===== src/rtl/seg7_scan_decode.sv =====
`default_nettype none
// ============================================================================
// Module   : seg7_scan_decode
// Brief    : Receive side of a 4-digit multiplexed 7-segment display.
//            Synchronises segment lines and active-low digit enables, waits
//            for each digit to settle, decodes it back to BCD and publishes
//            a complete 16-bit frame with a one-cycle strobe.
// Options  : SEG7_DP_CAPTURE_EN adds the dp[3:0] output (decimal points).
// Revision : 1.0 - initial release
// ============================================================================
module seg7_scan_decode #(
    parameter int SYNC_STAGES = 2,
    parameter int STABLE_CYC  = 4,
    parameter int TIMEOUT_CYC = 65535
) (
    input  logic        clk,
    input  logic        rst,
    input  logic [7:0]  seg_in,
    input  logic [3:0]  dig_n,
    output logic [15:0] value,
    output logic        frame_valid,
    output logic [3:0]  err,
    output logic [3:0]  blank,
`ifdef SEG7_DP_CAPTURE_EN
    output logic [3:0]  dp,
`endif
    output logic        stale
);

    localparam int         CNT_W       = $clog2(STABLE_CYC + 1);
    localparam logic [CNT_W-1:0] c_STABLE  = CNT_W'(STABLE_CYC);
    localparam logic [15:0] c_TIMEOUT  = 16'(TIMEOUT_CYC);
    localparam logic [7:0]  c_DP_MASK  = 8'hFB;

    localparam logic [1:0] c_WAIT_SEL = 2'd0;
    localparam logic [1:0] c_SETTLE   = 2'd1;
    localparam logic [1:0] c_HOLD     = 2'd2;

    logic [7:0]       r_seg_sync [SYNC_STAGES];
    logic [3:0]       r_dig_sync [SYNC_STAGES];
    logic [1:0]       r_state;
    logic [1:0]       w_state_nx;
    logic [3:0]       r_dig_smp;
    logic [7:0]       r_seg_smp;
    logic [CNT_W-1:0] r_cnt;
    logic [15:0]      r_sh_value;
    logic [3:0]       r_sh_err;
    logic [3:0]       r_sh_blank;
    logic [3:0]       r_mask;
    logic [3:0]       w_mask_nx;
    logic [15:0]      r_idle_cnt;

    logic [7:0]       w_seg_now;
    logic [3:0]       w_dig_now;
    logic             w_sel_valid;
    logic             w_sel_chg;
    logic             w_seg_chg;
    logic             w_load;
    logic             w_seg_reload;
    logic             w_cnt_inc;
    logic             w_accept;
    logic             w_frame;
    logic [1:0]       w_acc_idx;
    logic [3:0]       w_dec_nib;
    logic             w_dec_err;
    logic             w_dec_blank;

`ifdef SEG7_DP_CAPTURE_EN
    logic [3:0]       r_sh_dp;
`endif

    // Input synchronisers for segment lines and digit enables.
    always_ff @(posedge clk) begin
        if (rst) begin
            for (int i = 0; i < SYNC_STAGES; i++) begin
                r_seg_sync[i] <= '0;
                r_dig_sync[i] <= '0;
            end
        end else begin
            r_seg_sync[0] <= seg_in;
            r_dig_sync[0] <= dig_n;
            for (int i = 1; i < SYNC_STAGES; i++) begin
                r_seg_sync[i] <= r_seg_sync[i-1];
                r_dig_sync[i] <= r_dig_sync[i-1];
            end
        end
    end

    // The DP segment never takes part in decode or stability comparison.
    assign w_seg_now   = r_seg_sync[SYNC_STAGES-1] & c_DP_MASK;
    assign w_dig_now   = r_dig_sync[SYNC_STAGES-1];
    assign w_sel_valid = $onehot(~w_dig_now);
    assign w_sel_chg   = (w_dig_now != r_dig_smp);
    assign w_seg_chg   = (w_seg_now != r_seg_smp);
    assign w_frame     = (r_mask == 4'hF);

    // FSM state register.
    always_ff @(posedge clk) begin
        if (rst) begin
            r_state <= c_WAIT_SEL;
        end else begin
            r_state <= w_state_nx;
        end
    end

    // FSM next state. On the acceptance cycle the current sample is already
    // judged by the HOLD rule, so a digit change there starts settling at once.
    always_comb begin
        w_state_nx   = r_state;
        w_load       = 1'b0;
        w_seg_reload = 1'b0;
        w_cnt_inc    = 1'b0;
        case (r_state)
            c_WAIT_SEL: begin
                if (w_sel_valid) begin
                    w_state_nx = c_SETTLE;
                    w_load     = 1'b1;
                end
            end
            c_SETTLE, c_HOLD: begin
                if (w_sel_chg) begin
                    if (w_sel_valid) begin
                        w_state_nx = c_SETTLE;
                        w_load     = 1'b1;
                    end else begin
                        w_state_nx = c_WAIT_SEL;
                    end
                end else if (w_accept || (r_state == c_HOLD)) begin
                    w_state_nx = c_HOLD;
                end else if (w_seg_chg) begin
                    w_seg_reload = 1'b1;
                end else begin
                    w_cnt_inc = 1'b1;
                end
            end
            default: begin
                w_state_nx = c_WAIT_SEL;
            end
        endcase
    end

    // FSM outputs: digit acceptance once the pattern has been stable long enough.
    always_comb begin
        w_accept = (r_state == c_SETTLE) && (r_cnt == c_STABLE);
    end

    // Sample registers and stability counter.
    always_ff @(posedge clk) begin
        if (rst) begin
            r_dig_smp <= 4'hF;
            r_seg_smp <= '0;
            r_cnt     <= '0;
        end else if (w_load) begin
            r_dig_smp <= w_dig_now;
            r_seg_smp <= w_seg_now;
            r_cnt     <= CNT_W'(1);
        end else if (w_seg_reload) begin
            r_seg_smp <= w_seg_now;
            r_cnt     <= CNT_W'(1);
        end else if (w_cnt_inc) begin
            r_cnt     <= r_cnt + CNT_W'(1);
        end
    end

    // Digit position of the captured select.
    always_comb begin
        case (r_dig_smp)
            4'b1110: w_acc_idx = 2'd0;
            4'b1101: w_acc_idx = 2'd1;
            4'b1011: w_acc_idx = 2'd2;
            4'b0111: w_acc_idx = 2'd3;
            default: w_acc_idx = 2'd0;
        endcase
    end

    // Segment pattern to BCD decode of the captured sample.
    always_comb begin
        w_dec_nib   = 4'hF;
        w_dec_err   = 1'b0;
        w_dec_blank = 1'b0;
        case (r_seg_smp)
            8'hEB: w_dec_nib = 4'd0;
            8'h28: w_dec_nib = 4'd1;
            8'hB3: w_dec_nib = 4'd2;
            8'hBA: w_dec_nib = 4'd3;
            8'h78: w_dec_nib = 4'd4;
            8'hDA: w_dec_nib = 4'd5;
            8'hDB: w_dec_nib = 4'd6;
            8'hA8: w_dec_nib = 4'd7;
            8'hFB: w_dec_nib = 4'd8;
            8'hFA: w_dec_nib = 4'd9;
            8'h00: begin
                w_dec_nib   = 4'd0;
                w_dec_blank = 1'b1;
            end
            default: w_dec_err = 1'b1;
        endcase
    end

    // Frame mask update; a capture coinciding with the frame keeps its bit.
    always_comb begin
        w_mask_nx = w_frame ? 4'h0 : r_mask;
        if (w_accept) begin
            w_mask_nx[w_acc_idx] = 1'b1;
        end
    end

    // Shadow registers and frame mask.
    always_ff @(posedge clk) begin
        if (rst) begin
            r_sh_value <= '0;
            r_sh_err   <= '0;
            r_sh_blank <= '0;
            r_mask     <= '0;
`ifdef SEG7_DP_CAPTURE_EN
            r_sh_dp    <= '0;
`endif
        end else begin
            r_mask <= w_mask_nx;
            if (w_accept) begin
                r_sh_value[{w_acc_idx, 2'b00} +: 4] <= w_dec_nib;
                r_sh_err[w_acc_idx]                 <= w_dec_err;
                r_sh_blank[w_acc_idx]               <= w_dec_blank;
`ifdef SEG7_DP_CAPTURE_EN
                r_sh_dp[w_acc_idx]                  <= r_seg_sync[SYNC_STAGES-1][2];
`endif
            end
        end
    end

    // Published frame and strobe.
    always_ff @(posedge clk) begin
        if (rst) begin
            value       <= '0;
            err         <= '0;
            blank       <= '0;
            frame_valid <= 1'b0;
`ifdef SEG7_DP_CAPTURE_EN
            dp          <= '0;
`endif
        end else begin
            frame_valid <= w_frame;
            if (w_frame) begin
                value <= r_sh_value;
                err   <= r_sh_err;
                blank <= r_sh_blank;
`ifdef SEG7_DP_CAPTURE_EN
                dp    <= r_sh_dp;
`endif
            end
        end
    end

    // Idle timer and stale flag; a completed frame clears stale.
    always_ff @(posedge clk) begin
        if (rst) begin
            r_idle_cnt <= '0;
            stale      <= 1'b0;
        end else begin
            if (w_accept) begin
                r_idle_cnt <= '0;
            end else if (r_idle_cnt != c_TIMEOUT) begin
                r_idle_cnt <= r_idle_cnt + 16'd1;
            end
            if (w_frame) begin
                stale <= 1'b0;
            end else if (r_idle_cnt == c_TIMEOUT) begin
                stale <= 1'b1;
            end
        end
    end

endmodule
`default_nettype wire

===== config.mk =====
export PLATFORM = sky130hd
export DESIGN_NAME = seg7_scan_decode
export DESIGN_NICKNAME = d
export VERILOG_FILES = /design/src/rtl/seg7_scan_decode.sv
export SDC_FILE = /design/constraint.sdc
export NUM_CORES = 1
export LEC_CHECK = 0
export BUFFER_PORTS_ARGS = -buffer_cell sky130_fd_sc_hd__buf_2
export CAP_MARGIN = 20
export CORE_MARGIN = 1.5
export CORE_UTILIZATION = 30
export CTS_BUF_LIST = sky130_fd_sc_hd__clkbuf_4 sky130_fd_sc_hd__clkbuf_8
export CTS_CLUSTER_DIAMETER = 60
export CTS_CLUSTER_SIZE = 20
export DETAILED_ROUTE_END_ITERATION = 7
export SLEW_MARGIN = 0
export SYNTH_ARGS = -nofsm -noshare
export SYNTH_HDL_FRONTEND = slang
export SYNTH_SLANG_ARGS = --single-unit

===== constraint.sdc =====
create_clock -name clk -period 8 [get_ports clk]
set_input_delay 1.6 -clock clk [delete_from_list [all_inputs] [get_ports clk]]
set_output_delay 1.6 -clock clk [all_outputs]
set_load 0.05 [all_outputs]

Yosys cells after proc, flatten, opt, wreduce, memory -nomap -nowiden
Memories as Yosys holds them, arrays and structs flattened. Index checks and enable logic that the tools add are counted.

$add $sub $neg: 6. Magnitude comparators: 2. Eq/ne operators: 24. Shift-type cells: 2. Multiplexer cells: 39. Bitwise gates (word level): 6. Reduce and logical (&&, ||, !) cells: 14.

Operators with widths (count): $eq A7 B7 Y1 const B (8); $pmux W4 S10 (1); $mux W8 (4); $mux W1 (20); $add A16 B1 Y16 const B (1); $bwmux W16 (1); $eq A16 B16 Y1 const B (1); $mux W4 (4); $ne A16 B16 Y1 const B (1); $shift A4 B6 Y16 const A (1); $shiftx A4 B6 Y16 (1); $eq A4 B4 Y1 const B (3); $reduce_or A11 Y1 (1); $bwmux W4 (2); $logic_not A8 Y1 (1); $reduce_or A2 Y1 (4); $eq A7 B5 Y1 const B (1); $eq A7 B6 Y1 const B (1); $ne A7 B7 Y1 (1); $mux W2 (3); $neg A4 Y6 (1); $pmux W2 S3 (1); $add A1 B1 Y2 (2); $eq A4 B3 Y1 const B (1); other kinds (24) (28).

Bits in registers: 86. RAM bits: 24. Input bits: 14. Output and inout bits: 26. Word-level logic and storage cells: 110. Memories kept: 2.

Memory list: r_seg_sync (depth 2, width 8, rd ports 2, clocked after Yosys merged registers in 0, wr ports 2, line 39) `logic [7:0] r_seg_sync [SYNC_STAGES];`; r_dig_sync (depth 2, width 4, rd ports 2, clocked after Yosys merged registers in 0, wr ports 2, line 40) `logic [3:0] r_dig_sync [SYNC_STAGES];`.

Depth between registers and ports, before layout
Depth after elaboration: 9. Gate-level depth with buffers: 10.

Least setup slack after synthesis
OpenSTA, ideal clock, no wires.

Kind: register to register. Start: memory r_dig_sync[1][0], in the netlist r_dig_sync[0][4]. End: register r_seg_smp[0]. Arrival time: 2462 ps. Data required time: 7872 ps. Slack: 5410 ps. Stages on the path, launching flop included: 11. Path buffers: 1. Clock period less this slack: 2590 ps. Cells stage by stage: dfxtp_1 > fa_1 > inv_1 > ha_1 > ha_1 > nor4b_1 > nand2_1 > o21ai_1 > buf_2 > a21oi_4 > mux2i_1.

RTL lines: start, declared (line 40); end signal, assigned (line 155) `r_seg_smp <= w_seg_now;`; end signal, assigned (line 158) `r_seg_smp <= w_seg_now;`; end, declared (line 44) `logic [7:0] r_seg_smp;`.

==> results.cfg <==
[synth]
synth_area_um2 = 4630
ys_seq_elements = 108
synth_cell_types = 53
synth_nets = 547
postSynthCellCount = 516
yosys_warnings = 0
synthFlopType = dfxtp_1
ys_seq_area_frac = 0.467
avgSynthCellArea_um2 = 8.96
synth_edf_count = 0
synthArstFlopShare = 0

[worst_setup_path]
criticalPathCategory = reg2reg
cp-end-kind = flop
cp-endpoint = r_dig_smp[3]
cp.required_ns = 8.30
cp_max_fo = 14
cp-start-kind = flop
r2r-start = r_dig_sync[0][4]
r2r_end = r_dig_smp[3]
critPathArrivalTime_ns = 3.49
reg2reg_setup_slack_ns = 4.81
reg2reg_depth = 9
critPathLaunch = r_dig_sync[0][4]

[clocking]
root_buffer = clkbuf_8
clockBufferDepth = 2
cts_sinks = 108
numCtsBuffers = 9
cts_resized = 0
cts.htree.levels = 3
clock_latency_ns = 0.39
cts_tree = done
post_cts_buffers = 0
ctsHoldBuffers = 0
clkTransAtPathRegs_ns = 0.11

[place]
dp_hpwl_um = 6180
io_buffers = 38
place_congestion = 0.807
place_ws_ns = 4.79

[final_layout]
drive_gt1_frac = 0.121
n_fill_cell = 1560
area_growth_pct = 11.1
diodes = 0
nets = 571

[min_path]
hp-class = reg2reg
hold_depth = 1

[power]
power_density_nw_per_um2 = 195
leakage_nw = 1.90
vdd_drop_max_mv = 0.0698
power_mw = 1.00

[job]
maxCapViolations = 0

[sta]
fin_setup_tns_ns = 0
min_period_ns = 3.19
relSlewSlack = 0.277
postLayoutSetupSlackWorst_ns = 4.81
final_hold_viol_count = 0
period_share = 0.399
slew_violations = 0
skew_ns = 0.0161
rsz0062_at_grt = no
max_freq_mhz = 313
tightest_slew_ns = 1.08
setup_viol = 0

[drt]
routed_wl_um = 9080
drtAntennaViolNets = 0
vias = 3566
wl_per_cell_um = 12.4
dr.pass1.iters = 4
via_per_inst = 4.86
route.detailed.drc = 0
drt_iter0_drc = 199

[status]
status = completed

[floorplan]
rows = 45
start_util = 0.305
core_area_um2 = 15100
fp.dieH_um = 127
io-pin-count = 40
dieArea_um2 = 16200
die_w_um = 127

[grt]
grt-ovfl-total = 0
grt_first_pass_wirelength_um = 15800
grt_pass1_vias = 3467
grt_max_degree = 107
grt_usage = 0.119
grt_antenna_before_repair = 0
[cell usage in the layout, fill, tap and decap left out, types with 9 or more instances in the layout]
cell type	n
xor2_1	13
nand2_1	76
a21oi_1	52
xnor2_1	9
ha_1	16
nor3_1	10
nand2b_1	17
buf_2	38
nor2b_1	26
clkbuf_8	10
nand3b_1	9
nand3_1	15
inv_1	16
nor2_1	24
mux2i_1	9
dfxtp_1	108
[registers in the layout (all words and copies together), names as in the netlist]
| name | flops |
|---|---|
| blank | 4 |
| r_sh_blank | 4 |
| r_dig_sync | 8 |
| frame_valid | 1 |
| r_state | 2 |
| stale | 1 |
| r_cnt | 3 |
| r_seg_sync | 14 |
| value | 16 |
| r_sh_value | 16 |
| r_mask | 4 |
| r_sh_err | 4 |
| r_dig_smp | 4 |
| r_seg_smp | 7 |
| r_idle_cnt | 16 |
| err | 4 |
[cells by family after synthesis]
logic type                 Yosys count  share of synthesized area
buffers and inverters               43                     0.0379
muxes                                9                     0.0195
DFF                                108                      0.467
xor gates and xnor gates            22                     0.0417
AOI/OAI and AO/OA                  102                      0.141
adders and majority gates           17                     0.0476
and+or+nand+nor                    215                      0.245
[through the flow]
step	std cells	util	hold slack, ns	area (um2)
after global placement	716	0.326	0.424	4940
after detailed placement	717	0.327	0.423	4950
final	733	0.339	0.427	5140
after floorplan	516	-	0.414	4630
after global routing	733	0.339	0.446	5140
after CTS	733	0.339	0.425	5140
[critical path: stages, from the launching register on]
cell     delay, ns
dfxtp_1       0.36
fa_1          0.54
inv_1         0.04
ha_1          0.17
ha_1          0.29
nor4b_1       0.38
nand2_1       0.09
o21ai_1       0.84
nor2b_1       0.11
a211o_1       0.29
[per-layer routing]
metal | vias up | GRT usage | share of wire
met5 | - | 0 | 0
li1 | 1828 | - | -
met3 | 19 | 0.0322 | 0.033
met2 | 55 | 0.206 | 0.47
met1 | 1664 | 0.141 | 0.48
met4 | 0 | 0.0481 | 0.025
[report_power, final]
part / internal, mW / leakage [nW] / switching [mW]
Clock: 0.129 / 0.0957 / 0.192
Combinational: 0.0438 / 0.930 / 0.0718
Sequential: 0.551 / 0.876 / 0.0134
[area by class of cell]
class / instances / area, um2 / share of cell area
inverter: 16 / 60.1 / 0.0117
sequential: 108 / 2160 / 0.421
tap: 188 / 235 / 0.0458
clock buffer: 11 / 145 / 0.0282
multi-input combinational: 365 / 2290 / 0.445
clock inverter: 5 / 41.3 / 0.00803
timing repair buffer: 40 / 209 / 0.0406
[worst min path at each step]
stage	start	endpoint	slack [ns]
4_1_cts	r_dig_sync[0][3]	r_dig_sync[0][7]	0.43
6_report	r_dig_sync[0][3]	r_dig_sync[0][7]	0.43
2_1_floorplan	r_dig_sync[0][0]	r_dig_sync[0][4]	0.41
5_1_grt	r_dig_sync[0][3]	r_dig_sync[0][7]	0.45
3_3_place_gp	r_dig_sync[0][3]	r_dig_sync[0][7]	0.42
3_5_place_dp	r_seg_sync[0][0]	r_seg_sync[0][8]	0.42
[cell usage after synthesis, types with 4 or more instances]
cell,n,area share
dfxtp_1,108,0.47
nand2_1,76,0.062
a21oi_1,52,0.056
nor2b_1,26,0.035
nor2_1,24,0.019
clkbuf_1,20,0.016
nand2b_1,17,0.023
ha_1,16,0.043
inv_1,16,0.013
nand3_1,15,0.016
xor2_1,13,0.025
nor3_1,10,0.011
mux2i_1,9,0.019
nand3b_1,9,0.015
xnor2_1,9,0.017
a211oi_1,8,0.013
and3_1,8,0.011
nand4_1,7,0.0095
a211o_1,5,0.0095
a22oi_1,5,0.0081
buf_2,5,0.0054
o21ai_0,5,0.0054
o31ai_1,5,0.0081
or3b_2,4,0.0076
(Power assumes the default switching activity.)
